==> src/rtl/mux3_sel_seq.sv <==
// Purpose : dwell-time round-robin sequencer driving a 3:1 mux select (a, b, c).
// Latency : grant/sel/out_valid update on the same edge that leaves IDLE or ends a slot.
// Backpressure: none; en only gates slot starts, a started slot always runs to completion.
//
// Ports:
//   clk        - single clock, all state on rising edge
//   rst_n      - asynchronous active-low reset
//   en         - run enable, sampled on the IDLE-exit and slot-ending edges
//   req[2:0]   - per-channel request (bit0 = a, bit1 = b, bit2 = c)
//   sel1/sel2  - registered mux select MSB/LSB (a = 00, b = 01, c = 10)
//   grant[2:0] - registered one-hot current channel, same order as req
//   out_valid  - high while a channel is granted
//   slot_done  - high on the last dwell cycle of a slot
//
// Optional feature: define MUX3_SEQ_SKIP_EN to skip channels whose req bit is
// clear; otherwise req is ignored and the rotation is fixed a, b, c, a, ...
module mux3_sel_seq #(
    parameter int unsigned DWELL = 4
) (
    input  logic       clk,
    input  logic       rst_n,
    input  logic       en,
    input  logic [2:0] req,
    output logic       sel1,
    output logic       sel2,
    output logic [2:0] grant,
    output logic       out_valid,
    output logic       slot_done
);

    // A dwell of 0 is treated as 1 so a slot always lasts at least one cycle.
    localparam logic [3:0] DW_EFF  = (DWELL == 0) ? 4'd1 : 4'(DWELL);
    localparam logic [3:0] DW_LAST = DW_EFF - 4'd1;

    typedef enum logic {
        IDLE   = 1'b0,
        ACTIVE = 1'b1
    } state_t;

    state_t     state;
    logic [3:0] cnt;
    logic [1:0] last;      // channel index of the last grant, kept across IDLE

    logic [1:0] cand0;
    logic [1:0] cand1;
    logic [1:0] cand2;
    logic [1:0] nxt;
    logic       nxt_ok;
    logic       slot_end;

    function automatic logic [1:0] rot_inc(input logic [1:0] ch);
        return (ch == 2'd2) ? 2'd0 : ch + 2'd1;
    endfunction

    function automatic logic [2:0] onehot(input logic [1:0] ch);
        logic [2:0] oh;
        oh = 3'b000;
        case (ch)
            2'd0:    oh = 3'b001;
            2'd1:    oh = 3'b010;
            2'd2:    oh = 3'b100;
            default: oh = 3'b000;
        endcase
        return oh;
    endfunction

    // Candidates in rotation order, starting just after the last grant.
    always_comb begin
        cand0 = rot_inc(last);
        cand1 = rot_inc(cand0);
        cand2 = rot_inc(cand1);
    end

`ifdef MUX3_SEQ_SKIP_EN
    always_comb begin
        nxt    = cand0;
        nxt_ok = 1'b1;
        if (req[cand0]) begin
            nxt = cand0;
        end else if (req[cand1]) begin
            nxt = cand1;
        end else if (req[cand2]) begin
            nxt = cand2;
        end else begin
            nxt    = cand0;
            nxt_ok = 1'b0;
        end
    end
`else
    // Fixed rotation: req plays no part in eligibility.
    logic unused_req;
    assign unused_req = ^{req, cand1, cand2};

    always_comb begin
        nxt    = cand0;
        nxt_ok = 1'b1;
    end
`endif

    assign slot_end = (state == ACTIVE) && (cnt == DW_LAST);

    always_ff @(posedge clk or negedge rst_n) begin
        if (!rst_n) begin
            state     <= IDLE;
            cnt       <= 4'd0;
            last      <= 2'd2;   // so the first grant after reset is a
            grant     <= 3'b000;
            sel1      <= 1'b0;
            sel2      <= 1'b0;
            out_valid <= 1'b0;
            slot_done <= 1'b0;
        end else if ((state == IDLE) || slot_end) begin
            // req and en are only looked at here: IDLE exit or slot boundary.
            if (en && nxt_ok) begin
                state     <= ACTIVE;
                cnt       <= 4'd0;
                last      <= nxt;
                grant     <= onehot(nxt);
                sel1      <= nxt[1];
                sel2      <= nxt[0];
                out_valid <= 1'b1;
                slot_done <= (DW_LAST == 4'd0);
            end else begin
                state     <= IDLE;
                cnt       <= 4'd0;
                grant     <= 3'b000;
                sel1      <= 1'b0;
                sel2      <= 1'b0;
                out_valid <= 1'b0;
                slot_done <= 1'b0;
            end
        end else begin
            // Mid-slot: hold the channel, advance the dwell count.
            cnt       <= cnt + 4'd1;
            slot_done <= ((cnt + 4'd1) == DW_LAST);
        end
    end

endmodule

==> config.mk <==
export PLATFORM = sky130hd
export DESIGN_NAME = mux3_sel_seq
export DESIGN_NICKNAME = d
export VERILOG_FILES = /design/src/rtl/mux3_sel_seq.sv
export SDC_FILE = /design/constraint.sdc
export NUM_CORES = 1
export LEC_CHECK = 0
export BUFFER_PORTS_ARGS = -buffer_cell sky130_fd_sc_hd__buf_2
export CAP_MARGIN = 20
export CORE_MARGIN = 2
export CORE_UTILIZATION = 44
export CTS_CLUSTER_SIZE = 40
export DETAILED_ROUTE_END_ITERATION = 6
export GPL_ROUTABILITY_DRIVEN = 0
export PLACE_DENSITY = 0.7
export SYNTH_ARGS = -nofsm -noshare
export SYNTH_HDL_FRONTEND = slang
export SYNTH_SLANG_ARGS = --single-unit
==> constraint.sdc <==
create_clock -name clk -period 1.23 [get_ports clk]
set_input_delay 0.0615 -clock clk [delete_from_list [all_inputs] [get_ports clk]]
set_output_delay 0.0615 -clock clk [all_outputs]
set_load 0.02 [all_outputs]
==> summary.md <==
| Metric | Value |
|---|---|
| Run status | `complete, but fails checks` |
| Failing checks | `negative setup slack` |
| Vias post-DR | `428` |
| Post-synthesis sequential area ratio | `57.0%` |
| CP Data Arrival Time | `1450 ps` |
| Worst-margin pin slew | `282 ps` |
| Pwr dens | `2640 nW/um2` |
| Via-to-Cell Ratio | `4.92` |
| DRT iter0 DRCs | `4` |
| Filler-free cell count of the finished design | `87` |
| Setup Buffers After CTS | `0` |
| I/O Pins | `13` |
| Mapped Area | `573 um2` |
| Area contributors post-synth | `dfrtp_1 52%, dfstp_2 4.6%, nor2_1 4.6%` |
| Vias in the first global route | `374` |
| Drt drc | `0` |
| Reg clk slew, reported paths | `80 ps` |
| Wire length of the first global-routing pass | `1.57 mm` |
| Max FO, Critical Path | `5` |
| F_max | `0.780 GHz` |
| Startpoint class of the critical path | `flip-flop` |
| Die W | `40.1 um` |
| Initial antenna violation count | `0` |
| Top cell type's share of synthesized area | `52.4%` |
| DP Worst Slack | `-71.6 ps` |
| Area Overhead vs Synth | `36.7%` |
| Worst min path class | `input pin to flip-flop` |
| Total gr overflow | `0` |
| Top Usage Layer GRT | `met2` |
| Final setup fails | `11` |
| Crit. End Element | `flip-flop` |
| Routed Antenna Nets | `0` |
| Final layout net count | `81` |
| GRT Total Usage | `15.8%` |
| Syn Nets | `59` |
| Post-Place Cells | `82` |
| Mapped Avg Cell Area | `11.2 um2` |
| Fin util | `62.5%` |
| Die Span Y | `40.1 um` |
| Root Buffer | `clkbuf_4` |
| CTS Buffer Depth | `2` |
| Total CTS buffers | `3` |
| Setup WS post-layout | `-51.5 ps` |
| Max Cap Viol | `0` |
| Final Skew | `2.41 ps` |
| N_diodes | `0` |
| Top cell type by total area after synthesis | `dfrtp_1` |
| Share of post-route cells with drive strength above 1 | `45.8%` |
| Synth Register Bits | `13` |
| Peak supply drop | `1300 uV` |
| First-pass DRT Iterations | `4` |
| Crit path kind | `flip-flop to flip-flop` |
| Pin count of the biggest net entering global routing | `14` |
| IO buf count | `9` |
| Met1 Usage GRT | `19.1%` |
| Fin Hold WS | `43.8 ps` |
| TritonCTS clock tree | `yes` |
| GR Layer Usage met3 | `5.00%` |
| Leakage | `0.397 nW` |
| Final slew viol count | `0` |
| Core Area | `1250 um2` |
| HPWL after DPL | `709 um` |
| Synthesis Warnings | `0` |
| Clk sinks | `13` |
| Synth Instances | `51` |
| Die area | `1610 um2` |
| Slew HR | `81.2%` |
| Shortest period the worst path allows | `1280 ps` |
| Skew-Pair Late Insertion Delay | `270 ps` |
| FP Rows | `13` |
| Grt met2 use | `23.8%` |
| Initial Util | `45.8%` |
| Yosys cell types | `23` |
| Period utilisation layout | `104%` |
| Detailed Route WL | `1.00 mm` |
| H-tree depth | `1` |
| CP required | `1390 ps` |
| Unrepaired setup endpoints after global routing | `yes` |
| WL per Instance | `11.5 um` |
| Final-report hold violation count | `0` |
[synthesized netlist by cell type]
cell	instances
o211ai_1	1
a21boi_0	1
o2111a_1	1
buf_4	1
a21o_1	3
dfrtp_1	12
ha_1	2
nand2b_1	2
xor2_1	1
nor3b_4	1
o21ai_1	2
mux2i_1	1
dfstp_2	1
nand3_1	1
o21ai_0	1
a21oi_1	1
nand2_1	2
inv_1	6
nand4_1	1
xnor2_1	1
nor2_1	7
a21bo_2	1
o32ai_1	1
[worst max-delay path: stages, from the launching register on]
cell	delay [ps]
dfrtp_1	410
ha_4	170
nor3b_4	150
o2111a_1	270
a21o_1	170
[routing by layer]
metal	share of wire (%)	vias up
met3	4.0	2
met5	0	-
met4	1.2	0
met2	51	9
li1	-	213
met1	44	204
[through the flow]
step	area [um2]	TNS, ps	total power [mW]
2_1_floorplan	589	-176	1.34
3_3_place_gp	702	-525	1.62
3_5_place_dp	702	-498	1.65
4_1_cts	763	-245	2.02
5_1_grt	783	-1190	2.23
6_report	783	-237	2.06
[layout make-up]
type,instances,area [um2]
clock buffers,4,26.3
fillers,112,469
inverters,6,22.5
multi-input cells,31,267
flip-flops and latches,13,327
well taps,15,18.8
repair buffers,18,123
[state kept, by name, summed over array words and instances, names as in the netlist]
register,flops
slot_done,1
grant,3
sel2,1
cnt,4
last,2
state,1
sel1,1
[final timing paths]
path	start	to	slack, ps	cells after the start
worst min-delay path	en	state$_DFFE_PN0N_	40	2
worst max-delay path	cnt[1]$_DFF_PN0_	grant[2]$_DFFE_PN0N_	-50	4
worst max register to register	cnt[1]$_DFF_PN0_	grant[2]$_DFFE_PN0N_	-50	4
min in group asynchronous	rst_n	sel1$_DFFE_PN0N_	190	2
max in group asynchronous	rst_n	last[1]$_DFFE_PN1P_	760	2
worst min register to register	sel1$_DFFE_PN0N_	sel1$_DFFE_PN0N_	480	1
[what timing repair did]
item	CTS	global route
pin swaps	1	1
hold buffers	1	0
gates resized for setup	6	7
hold endpoints to repair	13	0
endpoints found under the setup margin	11	13
[logic make-up after synthesis]
| family | after synthesis | share of synthesized area [%] |
|---|---|---|
| flops | 13 | 57.0 |
| mux | 1 | 1.75 |
| xor+xnor | 2 | 3.06 |
| buf+inv | 7 | 5.24 |
| simple gates | 14 | 13.3 |
| compound gates | 12 | 15.3 |
| fa+ha+maj | 2 | 4.37 |
[placed cells by master (no fill, tap or decap)]
cell type	n
nand4_1	1
xnor2_1	1
nor2_2	2
buf_4	6
ha_2	1
clkbuf_1	1
o2111a_1	1
a21boi_2	1
dlygate4sd3_1	1
nor3b_4	1
clkbuf_4	3
mux2i_1	1
o211ai_1	1
o21ai_1	1
nand2b_1	1
nand2_1	2
a21oi_2	1
nand2b_4	1
inv_1	6
xor2_1	1
buf_2	9
nand3_1	1
dfstp_2	1
buf_6	2
nor2_1	5
dfrtp_1	12
ha_4	1
o32ai_2	1
a21o_1	3
o21ai_2	2
a21bo_2	1
[power breakdown]
group,switching (mW),total [mW],leakage [nW],internal [mW]
registers,0.132,0.747,0.162,0.615
clock network,0.133,0.259,0.0150,0.125
logic,0.537,1.06,0.220,0.521
Note: power is estimated with default switching activity, not from simulation.
